[config.mk]
export PLATFORM = sky130hd
export DESIGN_NAME = muldiv_unit
export DESIGN_NICKNAME = d
export VERILOG_FILES = /design/src/rtl/muldiv_unit.sv
export SDC_FILE = /design/constraint.sdc
export NUM_CORES = 1
export LEC_CHECK = 0
export BUFFER_PORTS_ARGS = -buffer_cell sky130_fd_sc_hd__buf_2
export CORE_ASPECT_RATIO = 1.1
export CORE_MARGIN = 4
export CORE_UTILIZATION = 45
export DETAILED_ROUTE_END_ITERATION = 16
export PLACE_DENSITY = 0.63
export SYNTH_ARGS = -nofsm -noshare
export SYNTH_HDL_FRONTEND = slang
export SYNTH_SLANG_ARGS = --single-unit
[constraint.sdc]
create_clock -name clk -period 5.4 [get_ports clk]
set_input_delay 1.08 -clock clk [delete_from_list [all_inputs] [get_ports clk]]
set_output_delay 1.08 -clock clk [all_outputs]
set_load 0.02 [all_outputs]
[src/rtl/muldiv_unit.sv]
// Iterative MULT/MULTU/DIV/DIVU engine producing the HI/LO pair, one bit per cycle.
// Optional build macro MULDIV_FAST_MUL_EN: multiplies use a single-cycle array product instead of RUN.
module muldiv_unit #(
  parameter int WIDTH = 32
) (
  input  logic             clk,
  input  logic             rst,
  input  logic             start,
  input  logic [1:0]       op,
  input  logic [WIDTH-1:0] a,
  input  logic [WIDTH-1:0] b,
  input  logic             cancel,
  output logic             busy,
  output logic             done,
  output logic [WIDTH-1:0] hi,
  output logic [WIDTH-1:0] lo
);

  localparam int CW = $clog2(WIDTH + 1);
  localparam logic [1:0] S_IDLE = 2'd0;
  localparam logic [1:0] S_RUN  = 2'd1;
  localparam logic [1:0] S_FIX  = 2'd2;

  function automatic logic [WIDTH-1:0] neg_w(input logic [WIDTH-1:0] x);
    return ~x + WIDTH'(1);
  endfunction

  function automatic logic [2*WIDTH-1:0] neg_2w(input logic [2*WIDTH-1:0] x);
    return ~x + (2*WIDTH)'(1);
  endfunction

  logic [1:0]         state_q, state_d;
  logic [1:0]         op_q, op_d;
  logic [WIDTH-1:0]   mag_q, mag_d;    // multiplicand or divisor magnitude
  logic [WIDTH-1:0]   sh_q, sh_d;      // multiplier (shifts right) or dividend (shifts left)
  logic [WIDTH-1:0]   araw_q, araw_d;
  logic               qneg_q, qneg_d;
  logic               rneg_q, rneg_d;
  logic [2*WIDTH-1:0] work_q, work_d;
  logic [CW-1:0]      cnt_q, cnt_d;
  logic [WIDTH-1:0]   hi_q, hi_d;
  logic [WIDTH-1:0]   lo_q, lo_d;
  logic               done_q, done_d;
  logic               busy_q, busy_d;
`ifdef MULDIV_FAST_MUL_EN
  logic               fast_q, fast_d;
`endif

  logic [WIDTH-1:0]   abs_a, abs_b;
  logic [WIDTH:0]     msum, rsh, dtrial;
  logic               dok;
  logic [2*WIDTH-1:0] prod_fix;
  logic [WIDTH-1:0]   quo_fix, rem_fix;

  assign abs_a = (!op[0] && a[WIDTH-1]) ? neg_w(a) : a;
  assign abs_b = (!op[0] && b[WIDTH-1]) ? neg_w(b) : b;

  assign msum = {1'b0, work_q[2*WIDTH-1:WIDTH]} + (sh_q[0] ? {1'b0, mag_q} : '0);

  // Remainder is always below the divisor, so the top trial bit is exactly the borrow.
  assign rsh    = {work_q[2*WIDTH-1:WIDTH], sh_q[WIDTH-1]};
  assign dtrial = rsh - {1'b0, mag_q};
  assign dok    = ~dtrial[WIDTH];

  assign prod_fix = qneg_q ? neg_2w(work_q) : work_q;
  assign quo_fix  = qneg_q ? neg_w(work_q[WIDTH-1:0]) : work_q[WIDTH-1:0];
  assign rem_fix  = rneg_q ? neg_w(work_q[2*WIDTH-1:WIDTH]) : work_q[2*WIDTH-1:WIDTH];

  always_comb begin
    state_d = state_q;
    op_d    = op_q;
    mag_d   = mag_q;
    sh_d    = sh_q;
    araw_d  = araw_q;
    qneg_d  = qneg_q;
    rneg_d  = rneg_q;
    work_d  = work_q;
    cnt_d   = cnt_q;
    hi_d    = hi_q;
    lo_d    = lo_q;
    done_d  = 1'b0;
`ifdef MULDIV_FAST_MUL_EN
    fast_d  = fast_q;
`endif
    case (state_q)
      S_IDLE: begin
        if (start && !cancel) begin
          op_d    = op;
          araw_d  = a;
          mag_d   = op[1] ? abs_b : abs_a;
          sh_d    = op[1] ? abs_a : abs_b;
          qneg_d  = ~op[0] & (a[WIDTH-1] ^ b[WIDTH-1]);
          rneg_d  = ~op[0] & a[WIDTH-1];
          work_d  = '0;
          cnt_d   = CW'(WIDTH);
          state_d = S_RUN;
`ifdef MULDIV_FAST_MUL_EN
          fast_d  = ~op[1];
          if (!op[1]) state_d = S_FIX;
`endif
        end
      end
      S_RUN: begin
        if (cancel) begin
          state_d = S_IDLE;
        end else begin
          if (op_q[1]) begin
            work_d = {(dok ? dtrial[WIDTH-1:0] : rsh[WIDTH-1:0]), work_q[WIDTH-2:0], dok};
            sh_d   = sh_q << 1;
          end else begin
            work_d = {msum, work_q[WIDTH-1:1]};
            sh_d   = sh_q >> 1;
          end
          cnt_d = cnt_q - CW'(1);
          if (cnt_q == CW'(1)) state_d = S_FIX;
        end
      end
      S_FIX: begin
        if (cancel) begin
          state_d = S_IDLE;
`ifdef MULDIV_FAST_MUL_EN
          fast_d  = 1'b0;
        end else if (fast_q) begin
          work_d = {{WIDTH{1'b0}}, mag_q} * {{WIDTH{1'b0}}, sh_q};
          fast_d = 1'b0;
`endif
        end else begin
          if (op_q[1]) begin
            if (mag_q == '0) begin
              hi_d = araw_q;
              lo_d = '1;
            end else begin
              hi_d = rem_fix;
              lo_d = quo_fix;
            end
          end else begin
            {hi_d, lo_d} = prod_fix;
          end
          done_d  = 1'b1;
          state_d = S_IDLE;
        end
      end
      default: state_d = S_IDLE;
    endcase
    busy_d = (state_d != S_IDLE);
  end

  always_ff @(posedge clk or negedge rst) begin
    if (!rst) begin
      state_q <= S_IDLE;
      op_q    <= '0;
      mag_q   <= '0;
      sh_q    <= '0;
      araw_q  <= '0;
      qneg_q  <= 1'b0;
      rneg_q  <= 1'b0;
      work_q  <= '0;
      cnt_q   <= '0;
      hi_q    <= '0;
      lo_q    <= '0;
      done_q  <= 1'b0;
      busy_q  <= 1'b0;
`ifdef MULDIV_FAST_MUL_EN
      fast_q  <= 1'b0;
`endif
    end else begin
      state_q <= state_d;
      op_q    <= op_d;
      mag_q   <= mag_d;
      sh_q    <= sh_d;
      araw_q  <= araw_d;
      qneg_q  <= qneg_d;
      rneg_q  <= rneg_d;
      work_q  <= work_d;
      cnt_q   <= cnt_d;
      hi_q    <= hi_d;
      lo_q    <= lo_d;
      done_q  <= done_d;
      busy_q  <= busy_d;
`ifdef MULDIV_FAST_MUL_EN
      fast_q  <= fast_d;
`endif
    end
  end

  assign busy = busy_q;
  assign done = done_q;
  assign hi   = hi_q;
  assign lo   = lo_q;

endmodule

Word level (Yosys, flattened, before mapping)
Index checks and enable logic that the tools add are counted.

cells by class
  add/subtract/negate cells = 8
  equal/unequal tests = 5
  muxes and demuxes = 30
  bitwise gates (word level) = 11
  reduce and logical (&&, ||, !) cells = 12

operators by type and width
  cell                     count
  $mux W32                 15
  $mux W64                 4
  $add A32 B1 Y32 const B  4
  $not A32 Y32             4
  $pmux W64 S2             1
  $add A64 B1 Y64 const B  1
  $not A64 Y64             1
  $pmux W32 S2             1
  $add A32 B32 Y33         1
  $sub A33 B32 Y33         1
  $logic_not A32 Y1        1
  $mux W6                  2
  $pmux W6 S2              1
  $eq A6 B1 Y1 const B     1
  $mux W2                  3
  $sub A6 B1 Y6 const B    1
  $ne A2 B2 Y1 const B     2
  $pmux W2 S2              1
  $reduce_and A2 Y1        2
  $reduce_bool A2 Y1       2
  $logic_and A1 B1 Y1      3
  $not A1 Y1               3
  $reduce_and A3 Y1        1
  $and A1 B1 Y1            2
  other kinds (6)          8

word-level totals
  bits in registers = 238
  input port bits = 70
  output and inout port bits = 66
  word-level logic and storage cells = 79

Depth between registers and ports, before layout
  depth after elaboration = 6
  mapped depth = 15
  gate-level depth less buffers = 14

Worst setup path before layout
No wires, ideal clock.

  path type = input to register
  start = in a[8]
  end = reg sh_q[26]
  arrival = 3.774 ns
  required time = 5.274 ns
  path slack = 1.500 ns
  cell stages on the path = 9
  path buffers = 0
  cell sequence = or4_1 -> or3_1 -> or4_1 -> nor4b_4 -> nand2_1 -> o41ai_2 -> xor2_1 -> a21oi_1 -> a221o_1

between the ends
  word-level cells in the longest chain between the ends = 6

ends and longest elaborated chain
  element               RTL line  source
  start, declared       10        input logic [WIDTH-1:0] a,
  $not A32 Y32          25        return ~x + WIDTH'(1);
  $add A32 B1 Y32       25
  $mux W32              55        assign abs_a = (!op[0] && a[WIDTH-1]) ? neg_w(a) : a;
  $mux W32              91        sh_d = op[1] ? abs_a : abs_b;
  $mux W32              87        if (start && !cancel) begin
  $pmux W32 S2          85        case (state_q)
  end signal, assigned  153       sh_q <= '0;
  end signal, assigned  170       sh_q <= sh_d;
  end, declared         35        logic [WIDTH-1:0] sh_q, sh_d;

Every way passes these cells. The select of a mux whose other input is x is not followed.
A chain may end at the register's enable or synchronous reset.

Worst setup path in the final report
  start = reg work_q[32]
  end = reg work_q[44]

between the ends
  word-level cells in the longest chain between the ends = 5
  elaborated cells between the ends (all ways) = 6
  classes of those cells = add/sub: 2; mux: 4

ends and longest elaborated chain
  element                 RTL line  source
  start, declared         39        logic [2*WIDTH-1:0] work_q, work_d;
  start signal, assigned  174       work_q <= work_d;
  $sub A33 B32 Y33        62        assign dtrial = rsh - {1'b0, mag_q};
  $mux W32                108       work_d = {(dok ? dtrial[WIDTH-1:0] : rsh[WIDTH-1:0]), work_q[WIDTH-2:0], dok};
  $mux W64 (*)            107       if (op_q[1]) begin
  $mux W64 (*)            104       if (cancel) begin
  $pmux W64 S2 (*)        85

Every way passes the cells marked *; elsewhere a longest branch is shown, timed or not. The select of a mux whose other input is x is not followed.

==> impl_metrics.toml <==
[status]
status = "completed"

[synthesis]
yosys_most_used_dff = "dfrtp_1"
async_flop_share = 1.00
synth.area.top_cells = "dfrtp_1 33%, nand2_1 6.8%, o21ai_0 6.2%, a21oi_1 6.0%, xor2_1 5.2%"
synth_top_area_share = 0.327
netlist_area_um2 = 18100
yosysUniqueCellTypes = 75
synth_fp_nets = 2437
synth-edff-count = 0
synthCells = 2295
yosysTopAreaCell = "dfrtp_1"
avgSynthCellArea_um2 = 7.90
yosysSeqAreaShare = 0.327
ys_seq_elements = 237
synth_warnings = 0

[worst_setup_path]
path_cells = "inv_1, fa_1, nand2b_1, a21oi_1, o211ai_1, a21o_1, o21ai_1, a41oi_1, xnor2_2, buf_4, mux2_2, mux2i_1, o21ai_0"
cp_slowest_stage_delay_ns = 0.49
crit_start = "work_q[32]"
slowest_stage = "dfrtp_1"
critPathCaptureType = "flip-flop"
required_ns = 5.81
worst-r2r-cell-count = 13
r2r_start = "work_q[32]"
crit_fanout = 26
timing.rr.end = "work_q[44]"
cp-start-kind = "flip-flop"
arrival_ns = 4.51
critical_path_class = "reg -> reg"
endpoint = "work_q[44]"
r2r_slack_ns = 1.30

[floorplanning]
fp-row-count = 76
dieWidth_um = 199
coreArea_um2 = 39500
die_h_um = 218
initial_core_util = 0.459
num_io_pins = 136
die_area_um2 = 43600

[power_and_ir_drop]
power_density_nw_per_um2 = 502
leakagePower_nw = 9.28
irDropWorstVdd_mv = 0.284
report.power.total_mw = 10.1

[cells_and_area]
most-common-layout-cells = "329 x nand2_1, 235 x dfrtp_1, 223 x o21ai_0"
fin_cells = 2858
drive_gt1_frac = 0.106
fill_cells = 3755
num_antenna_cells = 0
final_common_cell = "nand2_1"
areaGrowthSynthToFinish_pct = 11.2
nNetsFinal = 2471

[drt]
drtAntennaViolNets = 0
avgViaCountPerCell = 5.97
wl_per_cell_um = 20.8
drc = 0
routed_wirelength_um = 59500
drt_iter0_markers = 1479
vias = 17100
firstDrtPassIters = 7

[clocking]
clockRootBuffer = "clkbuf_16"
clk_latency_ns = 0.58
postCtsSetupBuffers = 0
path_clk_slew_ns = 0.06
clock_sink_count = 237
htreeDepth = 1
cts_buffers = 28
cts_hold_buf = 0
cts_buffer_depth = 3
cts_tree = "done"
cts-resized-gates = 0

[sta]
min_period_over_period = 0.760
setup_violations = 0
final.setup.tns_ns = 0
finalHoldViolCount = 0
clock-skew-final_ns = 0.0259
fmax_ghz = 0.244
min_period_ns = 4.10
worstMarginPinSlew_ns = 1.28
slew_headroom = 0.150
rsz0062_at_grt = "false"
finalMaxSlewViolations = 0

[hold_path]
hold_class = "reg -> reg"
hold_depth = 2

[grt]
grt_max_degree = 103
grt-ovfl-total = 0
grt_pass1_vias = 16400
antenna_found_initial = 0
track_usage = 0.269
grt_pass1_wl_um = 93800

[run]
drv_cap = 0

[place]
dpl.hpwl_um = 43900
numPlacedInstances = 2806
port_buffers = 135
gp_congestion = 0.956
[cell usage after synthesis (34+ instances only)]
master	count
a21o_1	34
a21oi_1	218
and2_1	38
clkbuf_1	137
dfrtp_1	237
ha_1	70
inv_1	60
mux2i_1	85
nand2_1	330
nor2_1	203
o21ai_0	223
xnor2_1	92
xor2_1	108
[worst max-delay path, delay by kind of cell (launching register included)]
family / cells / cell delay (ns)
compound gates: 6 / 1.53
buf+inv: 2 / 0.54
mux: 2 / 0.50
flops: 1 / 0.49
fa+ha+maj: 1 / 0.43
xor+xnor: 1 / 0.22
simple gates: 1 / 0.20
[stage by stage]
stage / hold WS, ns / util / setup slack, ns / cell area, um2
2_1_floorplan: 0.440 / - / 1.50 / 18100
3_3_place_gp: 0.455 / 0.483 / 1.15 / 19100
3_5_place_dp: 0.455 / 0.483 / 1.11 / 19100
4_1_cts: 0.469 / 0.511 / 1.32 / 20200
5_1_grt: 0.504 / 0.511 / 1.08 / 20200
6_report: 0.465 / 0.511 / 1.30 / 20200
[metal layers]
metal	GRT usage	wire, um
met5	0	0
met4	0.0974	2350
met2	0.432	27300
met1	0.378	26200
met3	0.0273	3680
[flip-flops by register name, summed over array words and instances, names as in the netlist]
signal,flops
sh_q,32
cnt_q,6
araw_q,32
done,1
qneg_q,1
mag_q,32
op_q,1
lo,32
work_q,64
busy,1
hi,32
rneg_q,1
state_q,2
[where the power goes]
group	switching, mW	internal, mW	total [mW]
Sequential	0.781	2.20	2.98
Combinational	2.92	2.04	4.96
Clock	0.805	1.36	2.17
[final cells by class]
class / count / area (um2) / area share
inverters: 62 / 233 / 0.0115
well taps: 507 / 634 / 0.0315
multi-input cells: 1837 / 11400 / 0.564
clock inverters: 14 / 251 / 0.0125
clock buffers: 38 / 828 / 0.0411
flip-flops and latches: 237 / 5940 / 0.294
repair buffers: 163 / 908 / 0.0451
[how the worst min path moves through the flow]
stage	start	slack [ns]	to
3_3_place_gp	lo[0]	0.45	lo[0]
6_report	lo[2]	0.46	lo[2]
2_1_floorplan	araw_q[10]	0.44	araw_q[10]
3_5_place_dp	lo[2]	0.45	lo[2]
4_1_cts	lo[2]	0.47	lo[2]
5_1_grt	lo[2]	0.50	lo[2]
[kinds of logic after synthesis]
| kind of cell | count (synthesis) | synth area share |
|---|---|---|
| compound gates | 698 | 0.230 |
| xor+xnor | 200 | 0.0966 |
| fa+ha+maj | 72 | 0.0505 |
| buf+inv | 221 | 0.0469 |
| flops | 237 | 0.327 |
| mux | 92 | 0.0513 |
| simple gates | 775 | 0.197 |
(Power assumes the default switching activity.)
